==> config.mk <==
export PLATFORM = sky130hd
export DESIGN_NAME = store_merge_unit
export DESIGN_NICKNAME = d
export VERILOG_FILES = /design/src/rtl/store_merge_unit.sv
export SDC_FILE = /design/constraint.sdc
export NUM_CORES = 1
export LEC_CHECK = 0
export ABC_AREA = 1
export CAP_MARGIN = 10
export CORE_ASPECT_RATIO = 1.1
export CORE_MARGIN = 3
export CORE_UTILIZATION = 40
export CTS_BUF_LIST = sky130_fd_sc_hd__clkbuf_16
export CTS_CLUSTER_DIAMETER = 80
export CTS_CLUSTER_SIZE = 10
export DETAILED_ROUTE_END_ITERATION = 10
export PLACE_DENSITY = 0.72
export SLEW_MARGIN = 20
export SYNTH_ARGS = -nofsm -noshare
export SYNTH_HDL_FRONTEND = slang
export SYNTH_SLANG_ARGS = --single-unit
==> constraint.sdc <==
create_clock -name clk -period 1.55 [get_ports clk]
set_input_delay 0.2325 -clock clk [delete_from_list [all_inputs] [get_ports clk]]
set_output_delay 0.2325 -clock clk [all_outputs]
set_load 0.02 [all_outputs]
==> src/rtl/store_merge_unit.sv <==
// store_merge_unit
// Narrows CPU store data (sw/sh/sb) into a word-wide single-port data RAM.
// Full-word stores are written directly; halfword/byte stores read the
// target word, splice the new lane(s) in, and write the word back.
//
// Ports:
//   clk        system clock, rising edge
//   reset_n    asynchronous active-low reset
//   req        store request, sampled only while ready=1
//   ready      unit idle, can accept req
//   StoreOp    00=sw, 01=sh, 10=sb, 11=reserved
//   addr       byte address, captured on accept
//   wdata      store data (sh uses [15:0], sb uses [7:0]), captured on accept
//   done       one-cycle pulse in the RAM write cycle
//   err        one-cycle pulse for misaligned/reserved requests (no RAM access)
//   mem_en     RAM enable
//   mem_we     RAM write enable
//   mem_addr   RAM word address (captured addr[ADDR_W+1:2])
//   mem_wdata  RAM write data
//   mem_rdata  RAM read data, valid one cycle after the read is issued
module store_merge_unit #(
    parameter int ADDR_W = 10
) (
    input  logic              clk,
    input  logic              reset_n,
    input  logic              req,
    output logic              ready,
    input  logic [1:0]        StoreOp,
    input  logic [31:0]       addr,
    input  logic [31:0]       wdata,
    output logic              done,
    output logic              err,
    output logic              mem_en,
    output logic              mem_we,
    output logic [ADDR_W-1:0] mem_addr,
    output logic [31:0]       mem_wdata,
    input  logic [31:0]       mem_rdata
);

    localparam logic [1:0] OP_SW = 2'b00;
    localparam logic [1:0] OP_SH = 2'b01;
    localparam logic [1:0] OP_SB = 2'b10;

    typedef enum logic [2:0] {
        IDLE,
        RD,
        MRG,
        WR,
        ERR
    } state_t;

    state_t              state_reg, state_next;
    logic [1:0]          op_reg;
    logic [ADDR_W+1:0]   addr_reg;
    logic [31:0]         wdata_reg;
    logic [31:0]         merged_reg;
    logic [31:0]         merged_next;
    logic [3:0]          lane_hit;
    logic                bad_req;
    logic                accept;

    // Address bits above the RAM range are deliberately dropped (wrap).
    logic addr_unused;
    assign addr_unused = &{1'b0, addr[31:ADDR_W+2]};

    assign accept = (state_reg == IDLE) && req;

    // Alignment / opcode check on the live request, used only at accept.
    always_comb begin
        bad_req = 1'b0;
        case (StoreOp)
            OP_SW:   bad_req = (addr[1:0] != 2'b00);
            OP_SH:   bad_req = addr[0];
            OP_SB:   bad_req = 1'b0;
            default: bad_req = 1'b1;
        endcase
    end

    // Lane splice: each byte lane takes either the fresh store byte or the
    // byte read back from RAM. For sh the upper byte of the half comes from
    // wdata[15:8] (odd lanes), the lower from wdata[7:0] (even lanes).
    generate
        for (genvar gi = 0; gi < 4; gi++) begin : g_lane
            assign lane_hit[gi] = (op_reg == OP_SB) ?
                                  (addr_reg[1:0] == 2'(gi)) :
                                  (addr_reg[1] == ((gi / 2) == 1));
            assign merged_next[8*gi +: 8] =
                !lane_hit[gi]                          ? mem_rdata[8*gi +: 8] :
                ((op_reg == OP_SH) && ((gi % 2) == 1)) ? wdata_reg[15:8] :
                                                         wdata_reg[7:0];
        end
    endgenerate

    always_ff @(posedge clk or negedge reset_n) begin
        if (!reset_n) begin
            state_reg  <= IDLE;
            op_reg     <= 2'b00;
            addr_reg   <= '0;
            wdata_reg  <= 32'h0;
            merged_reg <= 32'h0;
        end else begin
            state_reg <= state_next;
            if (accept) begin
                op_reg    <= StoreOp;
                addr_reg  <= addr[ADDR_W+1:0];
                wdata_reg <= wdata;
            end
            if (state_reg == MRG) begin
                merged_reg <= merged_next;
            end
        end
    end

    always_comb begin
        state_next = state_reg;
        ready      = 1'b0;
        done       = 1'b0;
        err        = 1'b0;
        mem_en     = 1'b0;
        mem_we     = 1'b0;
        mem_addr   = '0;
        mem_wdata  = 32'h0;
        case (state_reg)
            IDLE: begin
                ready = 1'b1;
                if (req) begin
                    if (bad_req)               state_next = ERR;
                    else if (StoreOp == OP_SW) state_next = WR;
                    else                       state_next = RD;
                end
            end
            RD: begin
                mem_en     = 1'b1;
                mem_addr   = addr_reg[ADDR_W+1:2];
                state_next = MRG;
            end
            MRG: begin
                // RAM data for the RD cycle is on mem_rdata now.
                state_next = WR;
            end
            WR: begin
                mem_en     = 1'b1;
                mem_we     = 1'b1;
                done       = 1'b1;
                mem_addr   = addr_reg[ADDR_W+1:2];
                mem_wdata  = (op_reg == OP_SW) ? wdata_reg : merged_reg;
                state_next = IDLE;
            end
            ERR: begin
                err        = 1'b1;
                state_next = IDLE;
            end
            default: state_next = IDLE;
        endcase
    end

endmodule

# Yosys cells after proc, flatten, opt, wreduce, memory -nomap -nowiden
# Cells that the tools add are included.
op_classes:
  n_mux: 21
  n_eq_ne: 12
  n_bitwise: 1
  reduce_logical: 7
op_table:
  columns: ["operator", "count"]
  rows:
  - ["32-bit 2-to-1 mux", 2]
  - ["8-bit 2-to-1 mux", 5]
  - ["10-bit 2-to-1 mux", 1]
  - ["3-bit one-hot mux with 3 select lines", 1]
  - ["2-bit equality test (second input constant)", 4]
  - ["1-bit 2-to-1 mux", 8]
  - ["2-bit by 1-bit equality test with 1-bit output (second input constant)", 3]
  - ["3-bit by 2-bit equality test with 1-bit output (second input constant)", 2]
  - ["2-bit logical NOT", 3]
  - ["3-bit 2-to-1 mux", 2]
  - ["3-bit by 1-bit equality test with 1-bit output (second input constant)", 1]
  - ["3-bit equality test (second input constant)", 1]
  - ["3-bit logical NOT", 1]
  - ["1-bit one-hot mux with 3 select lines", 1]
  - ["2-bit 2-to-1 mux", 1]
  - ["2-bit inequality test (second input constant)", 1]
  - ["2-bit nonzero test", 1]
  - ["2-bit OR reduction", 1]
  - ["1-bit logical AND", 1]
  - ["1-bit inverter", 1]
word_totals:
  word_cells: 46
  in_bits: 101
  out_inout_bits: 47
  ff_bits: 81

# Depth between registers and ports, before layout
depth:
  depth_word: 5
  ltp_mapped: 8

# Least setup slack after synthesis
# OpenSTA, ideal clock, no wires.
synth_path:
  path_type: "reg-to-output"
  startpoint: "reg state_reg[2]"
  endpoint: "out mem_wdata[10]"
  n_path_buf: 1
  required_time_ns: 1.317
  path_slack_ns: -0.127
  path_stages_with_launch: 9
  arrival_ns: 1.444
  path_cell_list: "dfrtp_1 inv_1 nand2_1 inv_2 nand2_2 inv_2 buf_4 o21ai_0 a21oi_1"
synth_between:
  elab_chain_cells: 2
synth_lines:
  columns: ["item", "line", "source"]
  rows:
  - ["from (decl)", "52", "state_t state_reg, state_next;"]
  - ["from (signal assigned)", "102", "state_reg <= state_next;"]
  - ["3-bit by 2-bit equality test with 1-bit output", "123", "case (state_reg)"]
  - ["32-bit 2-to-1 mux", "123", null]
  - ["to (decl)", "36", "output logic [31:0] mem_wdata,"]
# Every way passes these cells.

# Worst setup path after layout
layout_path:
  startpoint: "reg state_reg[2]"
  endpoint: "out mem_wdata[6]"
# The elaborated chain is that of the path after synthesis.

==> results.yml <==
run_status:
  status: "finished, violations left"
  violations: "setup timing"
grt:
  busiest_layer: "met2"
  antenna_found_initial: 0
  grt_pass1_vias: 4409
  grt_first_pass_wirelength_um: 21000
  grt_use_met1: 0.266
  grt_max_degree: 44
  grt_overflow: 0
  met3_usage: 0.0541
  gr-usage-met2: 0.379
  grt_usage: 0.220
layout:
  areaGrowthSynthToFinish_pct: 73.6
  fin_cells: 924
  final-seq-area_um2: 2030
  fin_area_um2: 7400
  final_cell_mix: "183 x nand2_1, 80 x dfrtp_1, 79 x clkdlybuf4s50_1, 65 x inv_1, 62 x buf_4"
  n_fill_cell: 722
  multiInputGateArea_um2: 2370
  nNetsFinal: 880
  layout_commonest_cell: "nand2_1"
  drive_gt1_frac: 0.349
  diodes: 0
timing:
  hold_viol: 0
  setup_viol: 97
  worstMarginPinSlew_ps: 512
  skew_ps: 4.99
  fmax_ghz: 0.517
  period_needed_ps: 1930
  min_period_over_period: 1.25
  rsz0062_at_grt: "true"
  setup_slack_ps: -383
  slew_violations: 0
  maxSlewHeadroom: 0.655
placed_design:
  portBuffers: 127
  gp_congestion: 0.849
  dp_hpwl_um: 9570
  dp_cells: 871
  placed_area_um2: 5950
die:
  core_area_um2: 10100
  dieArea_um2: 11900
  initial_core_util: 0.421
  row_count: 38
  ios: 148
  die_h_um: 114
  die_x_um: 104
clocking:
  cts.clk_slew.worst_paths_ps: 60
  cts.sinks: 81
  root_buffer: "clkbuf_16"
  cts_inserted_buffers: 9
  insertion_delay_ps: 340
  cts_buffer_depth: 2
  cts_tree: "yes"
  htreeDepth: 3
routing:
  drt_first_iter_violations: 326
  vias: 4875
  vias_per_cell: 5.28
  routed_wl_um: 17000
  drt.antenna.violating_nets: 0
  drc: 0
  drt-wirelength-per-cell_um: 18.4
  drt_pass1_iterations: 5
synthesis:
  synth_cell_types: 20
  synth-seq-cells: 81
  synth_nets: 696
  synthCells: 595
  ys_seq_area_frac: 0.475
  postSynthAreaPerCell_um2: 7.17
  syn_area_um2: 4260
  ys.warnings.count: 0
pwr:
  p_leak_nw: 3.54
  power.density_nw_per_um2: 2040
  vdd_ir_drop_max_mv: 1.04
  power_mw: 15.1
worst_setup_path:
  crit_chain: "inv_2, nand2_4, inv_4, nand2_8, clkinvlp_4, o21ai_1, a21oi_1, buf_4"
  critPathKind: "flip-flop to primary output"
  end_kind: "primary output"
  crit_arrival_ps: 1700
  critPathMaxStageDelay_ps: 410
  path_buf_inv: 4
  critPathMaxFanout: 5
  worstPathRequired_ps: 1320
  path_delay_family: "buffers and inverters"
  startpoint_type: "flip-flop"
  worst_path_max_delay_cell: "dfrtp_1"
hold_path:
  min_path_type: "primary input to asynchronous set/reset pin"
run:
  cap_viol_max_count: 0
-- cell usage after synthesis, drive strengths merged --
library cell,number,area (µm²)
nand2,215,820
dfrtp,81,2030
inv,75,284
a21oi,60,353
nor2,59,229
o21ai,38,190
nand3,36,180
buf,23,148
clkbuf,6,22.5
nand4,1,6.26
nor3,1,5.00
-- routing by layer --
layer  vias up  part of all wire
li1       2218                 -
met1      2332              0.38
met2       257              0.51
met3        68             0.075
met4         0             0.036
met5         -                 0
-- kinds of logic after synthesis --
kind of cell / after synthesis / synth area share
buf+inv: 104 / 0.107
simple gates: 312 / 0.291
flops: 81 / 0.475
compound gates: 98 / 0.127
-- power by group --
group / internal (mW) / switching (mW)
Clock: 1.39 / 0.862
Sequential: 3.16 / 0.726
Combinational: 3.82 / 5.11
Total: 8.37 / 6.70
-- cell type report --
class	count	area share
clock inverters	7	0.0115
clock buffers	9	0.0304
well taps	140	0.0237
flip-flops and latches	81	0.274
inverters	75	0.0423
repair inverters	2	0.00254
multi-input cells	412	0.320
repair buffers	198	0.296
-- path summary, 6_finish.rpt --
check                                    from              to  slack, ps  cells after the start
worst min register to register  wdata_reg[16]   wdata_reg[16]        480                      2
max in group asynchronous             reset_n  merged_reg[27]        700                      3
worst max register to register   state_reg[2]     addr_reg[4]       -130                     10
min in group clk                    wdata[26]   wdata_reg[26]        450                      3
worst min-delay path                  reset_n     addr_reg[7]        350                      2
worst max-delay path             state_reg[2]    mem_wdata[6]       -380                      8
-- timing repair --
item,CTS,global route
endpoints found under the hold margin,21,0
setup endpoints to repair,47,92
cloned,2,21
hold buffers,1,0
buffers inserted,1,15
gates resized for setup,259,189
pin swaps,1,21
-- per-stage QoR --
stage	hold slack, ps	setup slack [ps]	setup TNS [ps]	utilization
global placement	170	-380	-11270	0.588
floorplan	-63.1	-20.2	-371	-
CTS	368	-212	-6420	0.617
global route	388	-431	-15830	0.731
detailed placement	174	-495	-13880	0.588
finish	354	-383	-11430	0.731
Power figures use the tool's default switching activity.
